==> src/rtl/mdio_pkg.sv <==
// ---------------------------------------------------------------------------
// mdio_pkg
// Shared definitions for the Clause-22 MDIO PHY responder:
//   - management frame opcodes
//   - FSM state codes and the state type
//   - addresses of the fixed IEEE registers
// No ports; imported by mdio_edge_sync and mdio_phy_responder.
// ---------------------------------------------------------------------------
package mdio_pkg;

   localparam logic [1:0] OP_READ  = 2'b10;
   localparam logic [1:0] OP_WRITE = 2'b01;

   // Frame-walk states, one per MDIO frame field.
   typedef logic [2:0] state_t;
   localparam state_t S_IDLE    = 3'd0;
   localparam state_t S_ST      = 3'd1;
   localparam state_t S_OP      = 3'd2;
   localparam state_t S_PHYAD   = 3'd3;
   localparam state_t S_REGAD   = 3'd4;
   localparam state_t S_TA      = 3'd5;
   localparam state_t S_RD_DATA = 3'd6;
   localparam state_t S_WR_DATA = 3'd7;

   localparam logic [4:0] REG_BMCR   = 5'd0;
   localparam logic [4:0] REG_BMSR   = 5'd1;
   localparam logic [4:0] REG_PHYID1 = 5'd2;
   localparam logic [4:0] REG_PHYID2 = 5'd3;

endpackage

==> src/rtl/mdio_edge_sync.sv <==
// ---------------------------------------------------------------------------
// mdio_edge_sync
// Brings MDC and MDIO into the system clock domain and flags MDC rising edges.
// Ports:
//   clk       in   system clock
//   reset     in   synchronous, active-high
//   mdc       in   management clock from the MAC (asynchronous)
//   mdio_in   in   MDIO pad input (asynchronous)
//   mdc_rise  out  one-clk pulse on a synchronised MDC 0->1 transition
//   mdio_s    out  synchronised MDIO, aligned with mdc_rise
// ---------------------------------------------------------------------------
module mdio_edge_sync
   import mdio_pkg::*;
(
   input  logic clk,
   input  logic reset,
   input  logic mdc,
   input  logic mdio_in,
   output logic mdc_rise,
   output logic mdio_s
);

   // mdc_q[1:0] is the 2-FF synchroniser, mdc_q[2] the previous synced value.
   logic [2:0] mdc_q, mdc_d;
   logic [1:0] mdio_q, mdio_d;

   always_comb begin
      mdc_d  = {mdc_q[1:0], mdc};
      mdio_d = {mdio_q[0], mdio_in};
   end

   // NOTE: non-blocking assignments make every flop load its pre-edge input;
   // blocking ones would collapse the synchroniser chain into a single stage.
   always_ff @(posedge clk) begin
      if (reset) begin
         mdc_q  <= '0;
         mdio_q <= '1;
      end else begin
         mdc_q  <= mdc_d;
         mdio_q <= mdio_d;
      end
   end

   // Both signals have the same two-stage latency, so MDIO is sampled
   // exactly in the clk that sees the MDC edge.
   assign mdc_rise = mdc_q[1] & ~mdc_q[2];
   assign mdio_s   = mdio_q[1];

endmodule

==> src/rtl/mdio_phy_responder.sv <==
// ---------------------------------------------------------------------------
// mdio_phy_responder
// Clause-22 MDIO target with a 32x16 PHY register file. Decodes frames from
// the MAC management master on oversampled MDC/MDIO and drives MDIO only
// during the read turnaround and data bits.
// Ports:
//   clk           in   system clock (MDC phases must each last >= 4 clk)
//   reset         in   synchronous, active-high
//   mdc, mdio_in  in   management bus from the MAC
//   mdio_out      out  MDIO drive value
//   mdio_oen      out  active-low output enable (0 = drive pad)
//   link_up       in   reflected in reg 1 bit 2
//   reg_wr_pulse  out  one-clk pulse when a write commits
//   reg_wr_addr   out  register address of the committed write
//   reg_wr_data   out  data of the committed write
//   busy          out  high from accepted ST until frame end or abort
// ---------------------------------------------------------------------------
module mdio_phy_responder
   import mdio_pkg::*;
#(
   parameter logic [4:0]  PHY_ADDR     = 5'd1,
   parameter int          PREAMBLE_LEN = 32,
   parameter logic [15:0] PHY_ID1      = 16'h0141,
   parameter logic [15:0] PHY_ID2      = 16'h0CC2,
   parameter logic [15:0] BMCR_DEFAULT = 16'h1140,
   parameter logic [15:0] BMSR_BASE    = 16'h7949
)(
   input  logic        clk,
   input  logic        reset,
   input  logic        mdc,
   input  logic        mdio_in,
   output logic        mdio_out,
   output logic        mdio_oen,
   input  logic        link_up,
   output logic        reg_wr_pulse,
   output logic [4:0]  reg_wr_addr,
   output logic [15:0] reg_wr_data,
   output logic        busy
);

   localparam int             PCW     = $clog2(PREAMBLE_LEN + 1);
   localparam logic [PCW-1:0] PRE_MAX = PCW'(PREAMBLE_LEN);
   // BMCR bit 15 is self-clearing, so it is never stored.
   localparam logic [15:0]    BMCR_RST = BMCR_DEFAULT & 16'h7FFF;

   logic mdc_rise, mdio_s;

   mdio_edge_sync u_sync (
      .clk      (clk),
      .reset    (reset),
      .mdc      (mdc),
      .mdio_in  (mdio_in),
      .mdc_rise (mdc_rise),
      .mdio_s   (mdio_s)
   );

   state_t         state_q, state_d;
   logic [PCW-1:0] pre_cnt_q, pre_cnt_d;
   logic [4:0]     bit_cnt_q, bit_cnt_d;  // bits left in the field, minus one
   logic [15:0]    sh_q, sh_d;            // incoming serial bits
   logic [15:0]    rd_q, rd_d;            // read snapshot, shifted out MSB first
   logic           is_read_q, is_read_d;
   logic [4:0]     regad_q, regad_d;
   logic           oen_q, oen_d, out_q, out_d, busy_q, busy_d;
   logic           wr_pulse_q, wr_pulse_d;
   logic [4:0]     wr_addr_q, wr_addr_d;
   logic [15:0]    wr_data_q, wr_data_d;
   logic [15:0]    bmcr_q, bmcr_d;
   logic [15:0]    rf_q [4:31];
   logic [15:0]    rf_d [4:31];

   logic        field_done;
   logic [4:0]  field5;
   logic [15:0] shift_in;

   assign field_done = (bit_cnt_q == 5'd0);
   assign shift_in   = {sh_q[14:0], mdio_s};
   assign field5     = shift_in[4:0];

   // NOTE: every _d gets its hold value first, so no path through this block
   // leaves a signal unassigned and no latch is inferred.
   always_comb begin
      state_d    = state_q;
      pre_cnt_d  = pre_cnt_q;
      bit_cnt_d  = bit_cnt_q;
      sh_d       = sh_q;
      rd_d       = rd_q;
      is_read_d  = is_read_q;
      regad_d    = regad_q;
      oen_d      = oen_q;
      out_d      = out_q;
      busy_d     = busy_q;
      wr_pulse_d = 1'b0;
      wr_addr_d  = wr_addr_q;
      wr_data_d  = wr_data_q;
      bmcr_d     = bmcr_q;
      rf_d       = rf_q;

      if (mdc_rise) begin
         if (state_q != S_IDLE) begin
            sh_d = shift_in;
            if (!field_done) bit_cnt_d = bit_cnt_q - 5'd1;
         end

         case (state_q)
            S_IDLE: begin
               if (mdio_s) begin
                  if (pre_cnt_q != PRE_MAX) pre_cnt_d = pre_cnt_q + 1'b1;
               end else begin
                  // The ST '0' is only accepted after a full preamble.
                  if (pre_cnt_q == PRE_MAX) begin
                     state_d   = S_ST;
                     busy_d    = 1'b1;
                     bit_cnt_d = 5'd0;
                  end
                  pre_cnt_d = '0;
               end
            end
            S_ST: begin
               if (mdio_s) begin
                  state_d   = S_OP;
                  bit_cnt_d = 5'd1;
               end else begin
                  state_d = S_IDLE;
                  busy_d  = 1'b0;
               end
            end
            S_OP: begin
               if (field_done) begin
                  if (field5[1:0] == OP_READ || field5[1:0] == OP_WRITE) begin
                     is_read_d = (field5[1:0] == OP_READ);
                     state_d   = S_PHYAD;
                     bit_cnt_d = 5'd4;
                  end else begin
                     state_d = S_IDLE;
                     busy_d  = 1'b0;
                  end
               end
            end
            S_PHYAD: begin
               if (field_done) begin
                  if (field5 == PHY_ADDR) begin
                     state_d   = S_REGAD;
                     bit_cnt_d = 5'd4;
                  end else begin
                     state_d = S_IDLE;
                     busy_d  = 1'b0;
                  end
               end
            end
            S_REGAD: begin
               if (field_done) begin
                  regad_d   = field5;
                  state_d   = S_TA;
                  bit_cnt_d = 5'd1;
                  // Snapshot here so later writes cannot change in-flight data.
                  case (field5)
                     REG_BMCR:   rd_d = bmcr_q;
                     REG_BMSR:   rd_d = {BMSR_BASE[15:3], link_up, BMSR_BASE[1:0]};
                     REG_PHYID1: rd_d = PHY_ID1;
                     REG_PHYID2: rd_d = PHY_ID2;
                     default:    rd_d = rf_q[field5];
                  endcase
               end
            end
            S_TA: begin
               if (is_read_q) begin
                  if (!field_done) begin
                     oen_d = 1'b0;
                     out_d = 1'b0;
                  end else begin
                     out_d     = rd_q[15];
                     rd_d      = {rd_q[14:0], 1'b0};
                     state_d   = S_RD_DATA;
                     bit_cnt_d = 5'd15;
                  end
               end else if (mdio_s == field_done) begin
                  // Write turnaround must read 1 then 0.
                  state_d = S_IDLE;
                  busy_d  = 1'b0;
               end else if (field_done) begin
                  state_d   = S_WR_DATA;
                  bit_cnt_d = 5'd15;
               end
            end
            S_RD_DATA: begin
               if (!field_done) begin
                  out_d = rd_q[15];
                  rd_d  = {rd_q[14:0], 1'b0};
               end else begin
                  oen_d   = 1'b1;
                  out_d   = 1'b1;
                  busy_d  = 1'b0;
                  state_d = S_IDLE;
               end
            end
            default: begin  // S_WR_DATA
               if (field_done) begin
                  wr_pulse_d = 1'b1;
                  wr_addr_d  = regad_q;
                  wr_data_d  = shift_in;
                  busy_d     = 1'b0;
                  state_d    = S_IDLE;
                  // Writes to BMSR and the ID registers are dropped.
                  if (regad_q == REG_BMCR) begin
                     if (shift_in[15]) begin
                        bmcr_d = BMCR_RST;
                        for (int i = 4; i < 32; i++) rf_d[i] = '0;
                     end else begin
                        bmcr_d = shift_in;
                     end
                  end else if (regad_q >= 5'd4) begin
                     rf_d[regad_q] = shift_in;
                  end
               end
            end
         endcase
      end
   end

   // NOTE: the register file is reset explicitly because hard reset must
   // restore PHY defaults; a plain storage RAM would normally skip this.
   always_ff @(posedge clk) begin
      if (reset) begin
         state_q    <= S_IDLE;
         pre_cnt_q  <= '0;
         bit_cnt_q  <= '0;
         sh_q       <= '0;
         rd_q       <= '0;
         is_read_q  <= 1'b0;
         regad_q    <= '0;
         oen_q      <= 1'b1;
         out_q      <= 1'b1;
         busy_q     <= 1'b0;
         wr_pulse_q <= 1'b0;
         wr_addr_q  <= '0;
         wr_data_q  <= '0;
         bmcr_q     <= BMCR_RST;
         for (int i = 4; i < 32; i++) rf_q[i] <= '0;
      end else begin
         state_q    <= state_d;
         pre_cnt_q  <= pre_cnt_d;
         bit_cnt_q  <= bit_cnt_d;
         sh_q       <= sh_d;
         rd_q       <= rd_d;
         is_read_q  <= is_read_d;
         regad_q    <= regad_d;
         oen_q      <= oen_d;
         out_q      <= out_d;
         busy_q     <= busy_d;
         wr_pulse_q <= wr_pulse_d;
         wr_addr_q  <= wr_addr_d;
         wr_data_q  <= wr_data_d;
         bmcr_q     <= bmcr_d;
         rf_q       <= rf_d;
      end
   end

   assign mdio_oen     = oen_q;
   assign mdio_out     = out_q;
   assign busy         = busy_q;
   assign reg_wr_pulse = wr_pulse_q;
   assign reg_wr_addr  = wr_addr_q;
   assign reg_wr_data  = wr_data_q;

endmodule

==> config.mk <==
export PLATFORM = sky130hd
export DESIGN_NAME = mdio_phy_responder
export DESIGN_NICKNAME = d
export VERILOG_FILES = /design/src/rtl/mdio_pkg.sv /design/src/rtl/mdio_edge_sync.sv /design/src/rtl/mdio_phy_responder.sv
export SDC_FILE = /design/constraint.sdc
export NUM_CORES = 1
export LEC_CHECK = 0
export BUFFER_PORTS_ARGS = -buffer_cell sky130_fd_sc_hd__buf_2
export CAP_MARGIN = 10
export CORE_AREA = 2 2 163 229
export DETAILED_ROUTE_END_ITERATION = 8
export DIE_AREA = 0 0 165 231
export PLACE_DENSITY_LB_ADDON = 0.15
export SETUP_SLACK_MARGIN = 0.2
export SLEW_MARGIN = 10
export SYNTH_ARGS = -nofsm -noshare
export SYNTH_HDL_FRONTEND = slang
export SYNTH_SLANG_ARGS = --single-unit
==> constraint.sdc <==
create_clock -name clk -period 5.53 [get_ports clk]
set_input_delay 1.659 -clock clk [delete_from_list [all_inputs] [get_ports clk]]
set_output_delay 1.659 -clock clk [all_outputs]
set_load 0.005 [all_outputs]
Word level (Yosys, flattened, before mapping)
Index checks and enable logic that the tools add are counted.

operators by class
  add/subtract/negate cells = 2
  magnitude comparators = 4
  eq/ne operators = 33
  muxes and demuxes = 66
  bitwise operators = 7
  reduce and logical (&&, ||, !) cells = 25

operators by type and width
  operator              number
  $mux W448             3
  $bwmux W448           1
  $mux W16              7
  $bmux W16 S5          1
  $demux W16 S5         1
  $mux W5               13
  $pmux W16 S4          1
  $pmux W16 S3          1
  $ne A2 B2 Y1 const B  17
  $mux W3               11
  $pmux W5 S6           1
  $pmux W3 S6           1
  $mux W1               17
  $logic_not A5 Y1      3
  $mux W15              1
  $ge A6 B6 Y1 const B  2
  $mux W6               2
  $not A5 Y6            2
  $reduce_and A12 Y1    1
  $reduce_and A3 Y1     4
  $eq A5 B2 Y1 const B  2
  $reduce_and A5 Y1     2
  $eq A3 B3 Y1 const B  3
  $reduce_and A9 Y1     1
  29 further kinds      39

word-level totals
  bits in registers = 545
  input bits = 5
  output and inout bits = 25
  word-level logic and storage cells = 181

Logic depth before layout (Yosys ltp)
Gate-level depths: netlist (run 1).

  depth after elaboration = 8
  depth in mapped cells = 13
  gate-level depth less buffers = 11

Modules after synthesis
A second synthesis (run 1) with hierarchy kept.

unflattened totals
  cell total of the unflattened synthesis = 2493
  area total of the unflattened synthesis = 23827.9 µm²

modules (own cells, without submodules)
  module              times used  cells an instance  area each (µm²)  sequential area each (µm²)
  mdio_phy_responder  1           2482               23682.7          10790.3
  mdio_edge_sync      1           11                 145.1            100.1

Worst setup path after synthesis (run 1)
No wires, ideal clock.

  path type = input to register
  from = input port reset
  to = register bmcr_q[10]
  library setup time = 0.128 ns
  arrival = 2.905 ns
  required time = 5.402 ns
  path slack = 2.497 ns
  stages = 5
  path buffers = 4
  cells stage by stage = clkbuf_1 > buf_1 > clkbuf_1 > clkbuf_1 > nor2_1

RTL lines
  item                  line                       source
  from (decl)           mdio_phy_responder.sv:29   input logic reset,
  to (signal assigned)  mdio_phy_responder.sv:254  bmcr_q <= bmcr_d;
  to (decl)             mdio_phy_responder.sv:68   logic [15:0] bmcr_q, bmcr_d;

No word-level cell between the ends.

Worst setup path in the final report (run 1)
  from = register bit_cnt_q[0]
  to = register rf_q[106] (netlist name)

between the ends
  longest elaborated chain between the ends = 2

RTL lines
  item                                line                       source
  from (decl)                         mdio_phy_responder.sv:59   logic [4:0] bit_cnt_q, bit_cnt_d;
  from (signal assigned)              mdio_phy_responder.sv:243  bit_cnt_q <= bit_cnt_d;
  $logic_not A5 Y1                    mdio_phy_responder.sv:76   assign field_done = (bit_cnt_q == 5'd0);
  $reduce_and A5 Y1 (no source line)  -
  to (signal assigned)                mdio_phy_responder.sv:255  rf_q <= rf_d;
  to (decl)                           mdio_phy_responder.sv:69   logic [15:0] rf_q [4:31];

Every way passes these cells.
A chain may end at the register's enable or synchronous reset.

==> out/metrics.yaml, run 1 <==
status: "completed"
path_clk_slew_ns: 0.06
root_buffer: "clkbuf_16"
io_pins: 30
synthFlopType: "dfxtp_1"
period_share_pct: 73.0
fin_ws_ns: 1.49
worst-r2r-setup-slack_ns: 1.49
drv_cap: 0
cts_hold_buf: 0
finalClockSkew_ns: 0.0150
leakage_nw: 8.37
htree_levels: 2
worstSetupPathType: "reg2reg"
drive_gt1_share_pct: 12.0
dieArea_um2: 38100
grt_pass1_vias: 18000
placed_area_um2: 22300
grt_start_max_net_pins: 80
drt-pass1-iter-count: 8
ys_warn_count: 0
synth_most_common_cell: "nand2_1"
start_kind: "flip-flop"
antenna_left: 0
cts_resized: 0
critPathArrivalTime_ns: 4.51
synthTopCellsByArea: "dfxtp_1, nand2_1, o21ai_0"
r2r-start: "bit_cnt_q[0]"
die_w_um: 165
crit_path_cell_trace: "inv_1, ha_1, nor4b_4, inv_2, nor2_4, nand3_2, buf_4, nor2_4, nand2_1, o21ai_0"
routed_wl_um: 67800
port_buffers: 29
diodes: 0
hp-class: "reg2reg"
async_flop_share_pct: 0
cts.sinks: 544
whs_path_depth: 1
fp.dieH_um: 231
slew_headroom_pct: 17.2
cp_common_cell: "nor2_4"
grtUsageTotal_pct: 35.6
gp_congestion: 0.914
ys_ff_latch: 544
grt_pass1_wl_um: 103000
synth_cell_types: 66
hold_viol: 0
num_rows: 83
netlist_instances: 2471
num_vias: 18900
mappedNetlistNets: 2484
pre_cts_ws_ns: 1.62
final_design_area_no_fill_um2: 24100
synth_top_cell_by_area: "dfxtp_1"
worst_slew_pin_slew_ns: 1.24
cts-buffers-inserted: 49
hold_start: "u_sync.mdio_q[0]"
cts_setup_buffers: 0
min_to: "u_sync.mdio_q[1]"
finalNonFillerCells: 2890
vias_per_cell: 6.55
dp.final_hpwl_um: 41900
r2r_cells: 10
drc_errors: 0
p_per_area_nw_per_um2: 324
fin_crit_ns: 4.04
clock_latency_ns: 0.58
finalMaxSlewViolations: 0
cp.required_ns: 6.00
r2r-end: "rf_q[106]"
overflow: 0
peakVddDrop_mv: 0.363
core_area_um2: 36200
synth_common_cells: "nand2_1, dfxtp_1, o21ai_0"
critPathMaxStageDelay_ns: 0.87
initialDrtViolationCount: 2194
cp_max_fo: 27
wire_per_inst_um: 23.5
area_growth_syn_to_layout_pct: 9.11
avgSynthCellArea_um2: 8.93
ys_seq_area_share_pct: 49.4
fin_util_pct: 66.4
tritoncts: "yes"
setup-tns-final_ns: 0
initial_core_util_pct: 60.9
synth_edf_count: 0
end_kind: "flip-flop"
critPathSlowestCell: "nand2_1"
clockBufferDepth: 3
setup_viol: 0
synth_top_cell_area_share_pct: 49.4
rsz0062_at_grt: "false"
dp_cells: 2799
synth_area_um2: 22100
fin_nets: 2396
fmax_ghz: 0.248
grt_antenna_before_repair: 1
==> cell families (layout without fill, tap and decap cells) <==
group / Yosys count / count (layout) / share of synthesized area [%]
AO/OA/AOI/OAI: 746 / 746 / 19.4
XOR/XNOR: 7 / 7 / 0.278
adder cells (fa/ha/maj): 8 / 8 / 0.454
buffers and inverters: 215 / 167 / 3.95
flip-flops: 544 / 544 / 49.4
multiplexers: 137 / 137 / 11.1
AND/OR/NAND/NOR: 814 / 814 / 15.5
==> placed cells by master (no fill, tap or decap), types with 7 or more instances in the layout <==
master       n
nand2b_1     7
inv_1       16
nor2_1      81
ha_1         8
a31oi_1      8
buf_2       28
a211o_1      8
o21ai_1     13
clkbuf_16   52
mux2i_1     34
buf_4       31
a21o_1       8
dfxtp_1    541
a22oi_1     13
nor3_1      12
nand2_1    598
o311ai_0     7
bufinv_16    7
mux4_2      84
o21ai_0    448
nor2b_1     13
nand3_1     31
clkbuf_8    13
clkbuf_1    10
a22o_1      32
nand4_1      8
clkinv_2     7
a21oi_2     24
o221ai_1    13
and3_1      11
a221oi_1    14
and2_1       9
or2_2        7
a21oi_1    109
nor3b_1     12
mux2_2      19
==> routing by layer <==
metal	wire length, µm	track usage, %
met5	10	0
met4	4580	22.3
met3	5970	6.43
met2	32100	57.7
met1	25200	43.5
==> sequential cells by signal (all words and copies together), names as in the netlist, 6 cells and up <==
signal and flops:
sh_q 15, bmcr_q 15, pre_cnt_q 6, reg_wr_data 16, rd_q 16, rf_q 448
==> worst max-delay path, delay by kind of cell (launching register included) <==
| family | cells | cell delay [ns] |
|---|---|---|
| flip-flops | 1 | 0.33 |
| adder cells (fa/ha/maj) | 1 | 0.20 |
| AO/OA/AOI/OAI | 1 | 0.45 |
| buffers and inverters | 3 | 0.64 |
| AND/OR/NAND/NOR | 5 | 2.27 |
==> through the flow <==
stage	power, mW	hold WS (ns)
floorplan	4.12	0.389
global placement	4.17	0.395
detailed placement	4.17	0.401
CTS	7.83	0.417
global route	7.99	0.429
finish	7.80	0.415
==> power breakdown <==
group	switching (mW)	internal, mW	leakage [nW]	total, mW
clock network	1.50	2.22	0.877	3.72
registers	0.00541	3.92	4.38	3.92
logic	0.131	0.0334	3.11	0.164
==> cell type report <==
| class | instances | area, µm² |
|---|---|---|
| multi-input combinational | 1712 | 10400 |
| tap | 467 | 584 |
| clock buffer | 75 | 1520 |
| fill | 2934 | 12200 |
| sequential | 544 | 10900 |
| inverter | 17 | 63.8 |
| timing repair buffer | 59 | 373 |
| clock inverter | 16 | 262 |
==> worst max path at each step <==
| stage | startpoint | end | slack (ns) | cells past startpoint |
|---|---|---|---|---|
| floorplan | reset | bmcr_q[10] | 2.50 | 5 |
| global placement | bit_cnt_q[0] | rf_q[436] | 1.66 | 9 |
| detailed placement | bit_cnt_q[0] | rf_q[80] | 1.62 | 10 |
| CTS | bit_cnt_q[0] | rf_q[288] | 1.60 | 10 |
| global route | bit_cnt_q[0] | rf_q[32] | 1.28 | 10 |
| finish | bit_cnt_q[0] | rf_q[106] | 1.49 | 10 |
No activity file was read; power rests on OpenSTA's default activity.
==> run 2: changes to the inputs <==
--- a/config.mk
+++ b/config.mk
@@ -5,11 +5,12 @@
 export SDC_FILE = /design/constraint.sdc
 export NUM_CORES = 1
 export LEC_CHECK = 0
+export ABC_AREA = 1
 export BUFFER_PORTS_ARGS = -buffer_cell sky130_fd_sc_hd__buf_2
 export CAP_MARGIN = 10
-export CORE_AREA = 2 2 163 229
+export CORE_AREA = 2 2 180 253
 export DETAILED_ROUTE_END_ITERATION = 8
-export DIE_AREA = 0 0 165 231
+export DIE_AREA = 0 0 182 255
 export PLACE_DENSITY_LB_ADDON = 0.15
 export SETUP_SLACK_MARGIN = 0.2
 export SLEW_MARGIN = 10
==> constraint.sdc (replaced) <==
create_clock -name clk -period 3.6 [get_ports clk]
set_input_delay 1.08 -clock clk [delete_from_list [all_inputs] [get_ports clk]]
set_output_delay 1.08 -clock clk [all_outputs]
set_load 0.005 [all_outputs]
==> run 2 against run 1 <==
Core utilization fell by 5.2 points. Final area rose by 13%. Register-to-register slack got worse by 1.0 ns. Sequential cell count stayed put. Die area rose by 22%. Via count increased by 31%. Hold slack gained 0.00082 ns. Critical path type unchanged. Largest cell class is now multi-input combinational cells. Largest power group unchanged.
==> out/metrics.yaml, run 2 <==
synth_top_cell_area_share_pct: 43.8
drt-pass1-iter-count: 6
r2r_cells: 10
fin_crit_ns: 3.12
slew_headroom_pct: 14.0
synthTopCellsByArea: "dfxtp_1, nand2_1, a21oi_1"
diodes: 0
hold_viol: 0
finalMaxSlewViolations: 0
synthFlopType: "dfxtp_1"
final_common_cell: "nand2_1"
root_buffer: "clkbuf_16"
finalClockSkew_ns: 0.0331
nFillCells: 4257
dieArea_um2: 46400
worst_slew_pin_slew_ns: 1.28
cp_max_fo: 17
drive_gt1_share_pct: 6.70
fmax_ghz: 0.321
wire_per_inst_um: 18.7
cp.required_ns: 4.15
hp-class: "reg2reg"
die_w_um: 182
tritoncts: "yes"
status: "completed"
crit_family: "simple AND/OR/NAND/NOR gates"
regMostFlops: "rf_q"
synth_top_cell_by_area: "dfxtp_1"
antenna_left: 0
num_vias: 24800
period_share_pct: 86.6
worstSetupPathType: "reg2reg"
regArea_um2: 10900
grtUsageTotal_pct: 34.0
cts_hold_buf: 0
synth_most_common_cell: "nand2_1"
start_kind: "flip-flop"
async_flop_share_pct: 0
netlist_instances: 3818
clockBufferDepth: 3
ys_warn_count: 0
synth_cell_types: 36
area_growth_syn_to_layout_pct: 9.49
rsz0062_at_grt: "false"
dp.final_hpwl_um: 49700
clock_latency_ns: 0.62
cts-buffers-inserted: 54
grt_pass1_vias: 22400
multiInputGateArea_um2: 12100
cp_num_buf_inv: 3
gp_congestion: 0.948
p_per_area_nw_per_um2: 448
power.total_mw: 12.2
peakVddDrop_mv: 0.403
num_rows: 92
cp.depth: 10
setup-tns-final_ns: 0
initial_core_util_pct: 55.9
ys_ff_latch: 544
grt_pass1_wl_um: 125000
critPathArrivalTime_ns: 3.67
htree_levels: 2
ys_seq_area_share_pct: 43.8
critPathMaxStageDelay_ns: 0.78
end_kind: "flip-flop"
cts_setup_buffers: 0
initialDrtViolationCount: 2866
drv_cap: 0
grt_start_max_net_pins: 192
core_area_um2: 44400
synth_area_um2: 24900
cts.sinks: 544
synth_common_cells: "nand2_1, dfxtp_1, a21oi_1"
grt_antenna_before_repair: 0
fin_nets: 3734
overflow: 0
vias_per_cell: 5.73
whs_path_depth: 1
crit_path_cell_trace: "inv_1, ha_1, nand4_4, inv_2, nand3_2, inv_2, nand3_2, nor2_2, nand2_1, a21oi_1"
critPathSlowestCell: "nor2_2"
largest_reg_flops: 448
synth_edf_count: 0
avgSynthCellArea_um2: 6.51
leakage_nw: 9.93
setup_viol: 0
cts_resized: 0
port_buffers: 29
io_pins: 30
drc_errors: 0
path_clk_slew_ns: 0.06
routed_wl_um: 80700
layout_common_cells: "nand2_1, a21oi_1, dfxtp_1, nand3_1, nor2_1"
fp.dieH_um: 255
mappedNetlistNets: 3831
run 2: cell types whose count changed after synthesis, moves of 23 or more:
| cell | change |
|---|---|
| mux2i_1 | -34 |
| nand3_1 | +226 |
| o21ai_0 | -330 |
| nand2_1 | +940 |
| nor2_1 | +161 |
| mux4_2 | -84 |
| a21oi_1 | +415 |
| buf_2 | +34 |
| inv_1 | +181 |
| clkbuf_1 | +23 |
| a22o_1 | -32 |
run 2: area by class of cell:
type,count,area share [%]
clock inverters,12,0.602
repair buffers,110,3.36
inverters,208,2.89
flip-flops and latches,544,40.1
clock buffers,85,6.02
well taps,564,2.59
multi-input cells,2803,44.5
run 2: per-layer routing:
metal | vias to the layer above | track usage (%) | wire length [µm]
met3 | 201 | 6.25 | 6950
met5 | - | 0 | 0
li1 | 11900 | - | -
met2 | 1069 | 55.1 | 37400
met1 | 11600 | 43.8 | 32400
met4 | 0 | 17.0 | 4020
run 2: worst reg2reg max path, stage by stage, from the launching register on:
cell     delay [ns]
dfxtp_1        0.30
inv_1          0.12
ha_1           0.27
nand4_4        0.13
inv_2          0.14
nand3_2        0.17
inv_2          0.28
nand3_2        0.47
nor2_2         0.79
nand2_1        0.22
a21oi_1        0.18
run 2: cell families after synthesis:
family / Yosys count / synth area share [%]
flip-flops: 544 / 43.8
buffers and inverters: 471 / 7.55
AND/OR/NAND/NOR: 2073 / 33.1
AO/OA/AOI/OAI: 720 / 15.1
adder cells (fa/ha/maj): 8 / 0.403
XOR/XNOR: 2 / 0.0705
run 2: metrics by stage:
| step | worst slack (ns) | cell area (µm²) | hold slack (ns) | instances | util, % |
|---|---|---|---|---|---|
| 6_report | 0.481 | 27200 | 0.415 | 4326 | 61.2 |
| 3_5_place_dp | 0.486 | 25400 | 0.395 | 4229 | 57.2 |
| 5_1_grt | 0.209 | 27200 | 0.432 | 4326 | 61.2 |
| 2_1_floorplan | 1.41 | 24900 | 0.388 | 3818 | - |
| 3_3_place_gp | 0.524 | 25400 | 0.400 | 4229 | 57.2 |
| 4_1_cts | 0.475 | 27200 | 0.419 | 4326 | 61.2 |
run 2: path summary, 6_finish.rpt:
path	from	endpoint	slack [ns]
setup / recovery	bit_cnt_q[0]	rf_q[446]	0.48
hold / removal	u_sync.mdio_q[0]	u_sync.mdio_q[1]	0.42
setup reg to reg	bit_cnt_q[0]	rf_q[446]	0.48
hold reg to reg	u_sync.mdio_q[0]	u_sync.mdio_q[1]	0.42
run 2: where the power goes:
| part | total (mW) | leakage [nW] | switching [mW] | internal, mW |
|---|---|---|---|---|
| clock network | 5.81 | 0.892 | 2.42 | 3.39 |
| logic | 0.339 | 4.66 | 0.261 | 0.0780 |
| registers | 6.03 | 4.38 | 0.00879 | 6.02 |
| total | 12.2 | 9.93 | 2.69 | 9.49 |
